**src/rtl/mem_arbiter_if.sv**
```systemverilog
// Requester-port and memory-port bundles for mem_arbiter.
// master drives the request side; slave answers it.
interface mem_arbiter_req_if #(
  parameter int ADDR_W = 32,
  parameter int DATA_W = 32
);
  logic              req;
  logic              we;
  logic [ADDR_W-1:0] addr;
  logic [DATA_W-1:0] wdata;
  logic [DATA_W-1:0] rdata;
  logic              ready;
  logic              err;

  modport master (output req, we, addr, wdata, input rdata, ready, err);
  modport slave  (input req, we, addr, wdata, output rdata, ready, err);
endinterface

interface mem_arbiter_mem_if #(
  parameter int ADDR_W = 32,
  parameter int DATA_W = 32
);
  logic              req;
  logic              we;
  logic [ADDR_W-1:0] addr;
  logic [DATA_W-1:0] wdata;
  logic [DATA_W-1:0] rdata;
  logic              ack;

  modport master (output req, we, addr, wdata, input rdata, ack);
  modport slave  (input req, we, addr, wdata, output rdata, ack);
endinterface

```
**src/rtl/mem_arbiter.sv**
```systemverilog
// Two-port (I/D) arbiter onto one memory bus: req->ready min 3 cycles, ack->ready 1 cycle, timeout abort with err.
// Requests are held until ready; define MEM_ARB_RR_EN for round-robin tie-break, else D beats I.
module mem_arbiter #(
  parameter int ADDR_W  = 32,
  parameter int DATA_W  = 32,
  parameter int TIMEOUT = 15
) (
  input  logic              clk,
  input  logic              RST,
  mem_arbiter_req_if.slave  i_port,
  mem_arbiter_req_if.slave  d_port,
  mem_arbiter_mem_if.master mem
);

  localparam int TW = $clog2(TIMEOUT + 1);
  localparam logic [TW-1:0] TIMER_MAX = TW'(TIMEOUT);

  localparam logic [1:0] IDLE = 2'd0;
  localparam logic [1:0] BUSY = 2'd1;
  localparam logic [1:0] DONE = 2'd2;

  logic [1:0]        state;
  logic              gnt;
  logic [TW-1:0]     timer;
  logic              any_req;
  logic              pick;

  logic              mem_req_q;
  logic              mem_we_q;
  logic [ADDR_W-1:0] mem_addr_q;
  logic [DATA_W-1:0] mem_wdata_q;
  logic [DATA_W-1:0] i_rdata_q;
  logic [DATA_W-1:0] d_rdata_q;
  logic              i_ready_q;
  logic              d_ready_q;
  logic              i_err_q;
  logic              d_err_q;

  assign any_req = i_port.req | d_port.req;

`ifdef MEM_ARB_RR_EN
  // last_gnt: 0 = I served last, 1 = D served last; a tie goes to the other one.
  logic last_gnt;

  assign pick = (i_port.req & d_port.req) ? ~last_gnt : d_port.req;

  always_ff @(posedge clk) begin
    if (RST) begin
      last_gnt <= 1'b0;
    end else if (state == IDLE && any_req) begin
      last_gnt <= pick;
    end
  end
`else
  assign pick = d_port.req;
`endif

  always_ff @(posedge clk) begin
    if (RST) begin
      state       <= IDLE;
      gnt         <= 1'b0;
      timer       <= '0;
      mem_req_q   <= 1'b0;
      mem_we_q    <= 1'b0;
      mem_addr_q  <= '0;
      mem_wdata_q <= '0;
      i_rdata_q   <= '0;
      d_rdata_q   <= '0;
      i_ready_q   <= 1'b0;
      d_ready_q   <= 1'b0;
      i_err_q     <= 1'b0;
      d_err_q     <= 1'b0;
    end else begin
      // Completion flags are single-cycle pulses raised only on entry to DONE.
      i_ready_q <= 1'b0;
      d_ready_q <= 1'b0;
      i_err_q   <= 1'b0;
      d_err_q   <= 1'b0;

      case (state)
        IDLE: begin
          if (any_req) begin
            gnt         <= pick;
            mem_we_q    <= pick ? d_port.we    : i_port.we;
            mem_addr_q  <= pick ? d_port.addr  : i_port.addr;
            mem_wdata_q <= pick ? d_port.wdata : i_port.wdata;
            mem_req_q   <= 1'b1;
            timer       <= '0;
            state       <= BUSY;
          end
        end

        BUSY: begin
          if (mem.ack) begin
            // Ack takes precedence over a timeout landing in the same cycle.
            mem_req_q <= 1'b0;
            state     <= DONE;
            if (gnt) begin
              d_ready_q <= 1'b1;
              if (!mem_we_q) d_rdata_q <= mem.rdata;
            end else begin
              i_ready_q <= 1'b1;
              if (!mem_we_q) i_rdata_q <= mem.rdata;
            end
          end else if (timer == TIMER_MAX) begin
            mem_req_q <= 1'b0;
            state     <= DONE;
            if (gnt) begin
              d_ready_q <= 1'b1;
              d_err_q   <= 1'b1;
            end else begin
              i_ready_q <= 1'b1;
              i_err_q   <= 1'b1;
            end
          end else begin
            timer <= timer + TW'(1);
          end
        end

        DONE: state <= IDLE;

        default: state <= IDLE;
      endcase
    end
  end

  assign mem.req      = mem_req_q;
  assign mem.we       = mem_we_q;
  assign mem.addr     = mem_addr_q;
  assign mem.wdata    = mem_wdata_q;
  assign i_port.rdata = i_rdata_q;
  assign d_port.rdata = d_rdata_q;
  assign i_port.ready = i_ready_q;
  assign d_port.ready = d_ready_q;
  assign i_port.err   = i_err_q;
  assign d_port.err   = d_err_q;

endmodule

```
**src/flat_wrapper.sv**
```systemverilog
// flat-port wrapper written by rule: the top's interface ports become plain ports
module mem_arbiter_flat 
#(
  parameter int ADDR_W  = 32,
  parameter int DATA_W  = 32,
  parameter int TIMEOUT = 15
)
  (clk, RST, i_port_req, i_port_we, i_port_addr, i_port_wdata, i_port_rdata, i_port_ready, i_port_err, d_port_req, d_port_we, d_port_addr, d_port_wdata, d_port_rdata, d_port_ready, d_port_err, mem_req, mem_we, mem_addr, mem_wdata, mem_rdata, mem_ack);
  mem_arbiter_req_if #(.ADDR_W(ADDR_W), .DATA_W(DATA_W)) i_port_i ();
  mem_arbiter_req_if #(.ADDR_W(ADDR_W), .DATA_W(DATA_W)) d_port_i ();
  mem_arbiter_mem_if #(.ADDR_W(ADDR_W), .DATA_W(DATA_W)) mem_i ();
  input  logic clk;
  input  logic RST;
  input wire logic [$bits(i_port_i.req)-1:0] i_port_req;
  input wire logic [$bits(i_port_i.we)-1:0] i_port_we;
  input wire logic [$bits(i_port_i.addr)-1:0] i_port_addr;
  input wire logic [$bits(i_port_i.wdata)-1:0] i_port_wdata;
  output wire logic [$bits(i_port_i.rdata)-1:0] i_port_rdata;
  output wire logic [$bits(i_port_i.ready)-1:0] i_port_ready;
  output wire logic [$bits(i_port_i.err)-1:0] i_port_err;
  input wire logic [$bits(d_port_i.req)-1:0] d_port_req;
  input wire logic [$bits(d_port_i.we)-1:0] d_port_we;
  input wire logic [$bits(d_port_i.addr)-1:0] d_port_addr;
  input wire logic [$bits(d_port_i.wdata)-1:0] d_port_wdata;
  output wire logic [$bits(d_port_i.rdata)-1:0] d_port_rdata;
  output wire logic [$bits(d_port_i.ready)-1:0] d_port_ready;
  output wire logic [$bits(d_port_i.err)-1:0] d_port_err;
  output wire logic [$bits(mem_i.req)-1:0] mem_req;
  output wire logic [$bits(mem_i.we)-1:0] mem_we;
  output wire logic [$bits(mem_i.addr)-1:0] mem_addr;
  output wire logic [$bits(mem_i.wdata)-1:0] mem_wdata;
  input wire logic [$bits(mem_i.rdata)-1:0] mem_rdata;
  input wire logic [$bits(mem_i.ack)-1:0] mem_ack;
  assign i_port_i.req = i_port_req;
  assign i_port_i.we = i_port_we;
  assign i_port_i.addr = i_port_addr;
  assign i_port_i.wdata = i_port_wdata;
  assign i_port_rdata = i_port_i.rdata;
  assign i_port_ready = i_port_i.ready;
  assign i_port_err = i_port_i.err;
  assign d_port_i.req = d_port_req;
  assign d_port_i.we = d_port_we;
  assign d_port_i.addr = d_port_addr;
  assign d_port_i.wdata = d_port_wdata;
  assign d_port_rdata = d_port_i.rdata;
  assign d_port_ready = d_port_i.ready;
  assign d_port_err = d_port_i.err;
  assign mem_req = mem_i.req;
  assign mem_we = mem_i.we;
  assign mem_addr = mem_i.addr;
  assign mem_wdata = mem_i.wdata;
  assign mem_i.rdata = mem_rdata;
  assign mem_i.ack = mem_ack;
  mem_arbiter #(.ADDR_W(ADDR_W), .DATA_W(DATA_W), .TIMEOUT(TIMEOUT)) u_core (.clk(clk), .RST(RST), .i_port(i_port_i), .d_port(d_port_i), .mem(mem_i));
endmodule
```
**config.mk**
```make
export PLATFORM = sky130hd
export DESIGN_NAME = mem_arbiter_flat
export DESIGN_NICKNAME = d
export VERILOG_FILES = /design/src/rtl/mem_arbiter_if.sv /design/src/rtl/mem_arbiter.sv /design/src/flat_wrapper.sv
export SDC_FILE = /design/constraint.sdc
export NUM_CORES = 1
export LEC_CHECK = 0
export CAP_MARGIN = 10
export CORE_UTILIZATION = 30
export DETAILED_ROUTE_END_ITERATION = 7
export SYNTH_ARGS = -nofsm -noshare
export SYNTH_HDL_FRONTEND = slang
export SYNTH_SLANG_ARGS = --single-unit
export TNS_END_PERCENT = 1
```
**constraint.sdc**
```tcl
create_clock -name clk -period 2.2 [get_ports clk]
set_clock_uncertainty 0.15 [all_clocks]
set_input_delay 0.44 -clock clk [delete_from_list [all_inputs] [get_ports clk]]
set_output_delay 0.44 -clock clk [all_outputs]
set_load 0.03 [all_outputs]
```
==> impl_metrics.ini <==
[grt]
first_pass_grt_wire_length_mm = 33.5
globalRouteTotalUtil = 0.201
globalRoute.totalOverflow = 0
grt_pass1_vias = 5811
initial_antenna_violation_count = 0
maximum_number_of_pins_on_one_net_before_global_route_repair = 73

[yosys]
synthesized_area_divided_by_synthesized_cell_count_sq_um = 9.49
synthCells = 650
leading_cell_type_by_number_of_instances_after_synthesis = dfxtp_1
synth_largest_type_area_fraction = 0.458
yosys.cell_types.count = 36
synth_sequential_area_ratio = 0.458
synth_top_cells_by_count = dfxtp_1 (141), a21oi_1 (131), nand3_1 (67), o21ai_0 (67), mux2i_1 (65)
yosys_warnings = 0
post_synth_instance_area_sq_um = 6170
synth.largest_area_cell = dfxtp_1
synth-async-reset-ratio = 0
yosys_register_bits = 141
mapped_nets = 818
synth_top_cells_by_area = dfxtp_1 (46%), a21oi_1 (11%), mux2i_1 (11%), a211oi_2 (10%), nand3_1 (5.4%)
dominant_synthesized_flop_cell = dfxtp_1
number_of_enable_type_register_cells_in_the_synthesized_netlist = 0

[critical_path]
crit_fanout = 4
crit_arrival_ps = 1550
critPathLaunchType = flip-flop
type_of_the_worst_setup_path = flip-flop to output port
critical_path.top_delay_family = buffers and inverters
crit_path_max_incr_delay_ps = 730
worst-path-buf-inv = 1
timing.critical_path.required_ps = 1610
crit_chain = clkdlybuf4s50_1
end_kind = output port
crit_slowest_cell = clkdlybuf4s50_1

[timing]
finalHoldViolCount = 0
timing_max_transition_violations_final = 0
timing.max_slew.rel_slack = 0.554
worst_pin_slew_ps = 669
totalNegativeSetupSlack_ps = 0
achievable_clock_frequency_ghz = 0.468
final_period_minus_worst_setup_slack_ps = 2140
rsz_0062_raised_after_global_routing = false
final_min_period_over_clock_period = 0.972
setup-violations-final = 0

[clock_tree]
cts_hold_buf = 0
clock-sinks = 141
post_cts_resize_count = 0
cts.root.buffer_cell = clkbuf_16
clock_tree.htree_level_count = 4
clk_pin_slew_ps = 60
postCtsSetupBuffers = 0
cts_tree = built
tritoncts.num_buffers = 17
max_clock_buf_depth = 2
worstSkewPairLatency_ps = 410

[final_layout]
seqCellArea_sq_um = 2820
finalNonFillerCells = 1196
multiInputGateArea_sq_um = 2990
insertedDiodeCount = 0
design.final.nets = 1082
fraction_of_layout_instances_using_a_drive_strength_above_1 = 0.116
layout.filler_cells = 1951
areaGrowthSynthToFinish_pct = 62.2

[route]
post_drt_via_cell_ratio = 4.94
post-route-drc-count = 0
dr_total_vias = 5910
post_drt_wl_per_cell_microns = 17.9
detail-route-antenna-nets = 0
drtPass1Iterations = 4
drt-initial-drc-count = 324
totalWireLength_mm = 21.4

[die]
fp.dieH_microns = 145
placementRows = 52
die_width_microns = 145
io_pins = 301
initial_core_util = 0.306
fp.coreArea_sq_um = 20200
fp.dieArea_sq_um = 21100

[power]
p_leak_uw = 0.00356
vdd.ir_drop.worst_v = 0.000503
power_density_nw_per_um2 = 755

[flow_run]
drv.max_cap_violation_count = 0

[status]
outcome = finished clean

[place]
detailedPlacementHpwl_mm = 14.8
port_buffers = 300
total_instance_count_after_detailed_placement = 1165
gp_congestion = 0.762

[min_path]
worstHoldPathType = input port to flip-flop
worst register-to-register path, delay by kind of cell (launching register included):
| kind | cells | cell delay [ps] |
|---|---|---|
| and+or+nand+nor | 2 | 730 |
| AOI/OAI and AO/OA | 1 | 180 |
| DFF | 1 | 340 |
| adders and majority gates | 1 | 230 |
cell usage in the layout, fill, tap and decap left out, types with 2 or more instances in the layout:
master,count
mux2i_1,65
clkinvlp_4,2
a21o_1,2
bufinv_16,3
nand2b_1,3
clkbuf_16,17
clkinv_4,3
clkbuf_1,3
nor2_1,2
nand2_1,2
o21ai_0,67
a211oi_2,50
nor3_1,4
nand3_1,67
clkinv_2,2
buf_4,12
or2_2,2
buf_12,9
or4b_1,2
a211oi_1,16
dfxtp_1,140
inv_1,2
clkdlybuf4s50_1,298
nor2b_1,5
a21oi_1,131
metrics by stage:
step	hold slack [ps]	total power, uW	area [sq um]	utilization	setup WS, ps
after floorplan	321	3860	6170	-	508
after global placement	311	4710	9410	0.467	60.9
after detailed placement	315	4720	9410	0.467	31.3
after CTS	149	7660	10000	0.496	34.1
after global routing	167	7880	10000	0.496	19.3
final	175	7560	10000	0.496	62.4
cell families after synthesis:
| kind of cell | synth area share |
|---|---|
| AND/OR/NAND/NOR | 0.0869 |
| adder cells (fa/ha/maj) | 0.00203 |
| buffers and inverters | 0.0601 |
| multiplexers | 0.106 |
| AO/OA/AOI/OAI | 0.288 |
| flip-flops | 0.458 |
final timing paths:
| kind | from | endpoint | slack (ps) | cells after the start |
|---|---|---|---|---|
| setup / recovery | u_core.mem.we$_SDFFE_PP0P_ | mem_we | 60 | 1 |
| hold / removal | RST | u_core.d_port.rdata[21]$_SDFFE_PP0P_ | 170 | 2 |
| setup reg to reg | u_core.timer[0]$_SDFFE_PP0P_ | u_core.timer[0]$_SDFFE_PP0P_ | 500 | 4 |
| hold reg to reg | u_core.i_port.rdata[21]$_SDFFE_PP0P_ | u_core.i_port.rdata[21]$_SDFFE_PP0P_ | 320 | 2 |
sequential cells by signal, indices dropped and copies added, names as in the netlist, 2 cells and up:
name	flops
u_core.d_port.rdata	32
u_core.mem.wdata	32
u_core.timer	4
u_core.i_port.rdata	32
u_core.mem.addr	32
u_core.state	2
power breakdown:
part / total (uW) / internal, uW / leakage (uW) / switching, uW
clock network: 2900 / 1810 / 0.000283 / 1090
registers: 2820 / 2730 / 0.00116 / 91.5
logic: 1830 / 837 / 0.00212 / 996
total: 7560 / 5380 / 0.00356 / 2180
metal layers:
layer	part of all wire	track usage	vias to the layer above
met5	0	0	-
met4	0.015	0.0700	0
met3	0.043	0.0398	19
met2	0.49	0.342	149
met1	0.45	0.254	2813
li1	-	-	2929
layout make-up:
type                            count  share of cell area
Timing Repair Buffer              319               0.325
Multi-Input combinational cell    432               0.298
Sequential cell                   141               0.282
Clock buffer                       21              0.0450
Tap cell                          270              0.0338
Clock inverter                     10              0.0141
Inverter                            3             0.00113
Power figures use the tool's default switching activity.
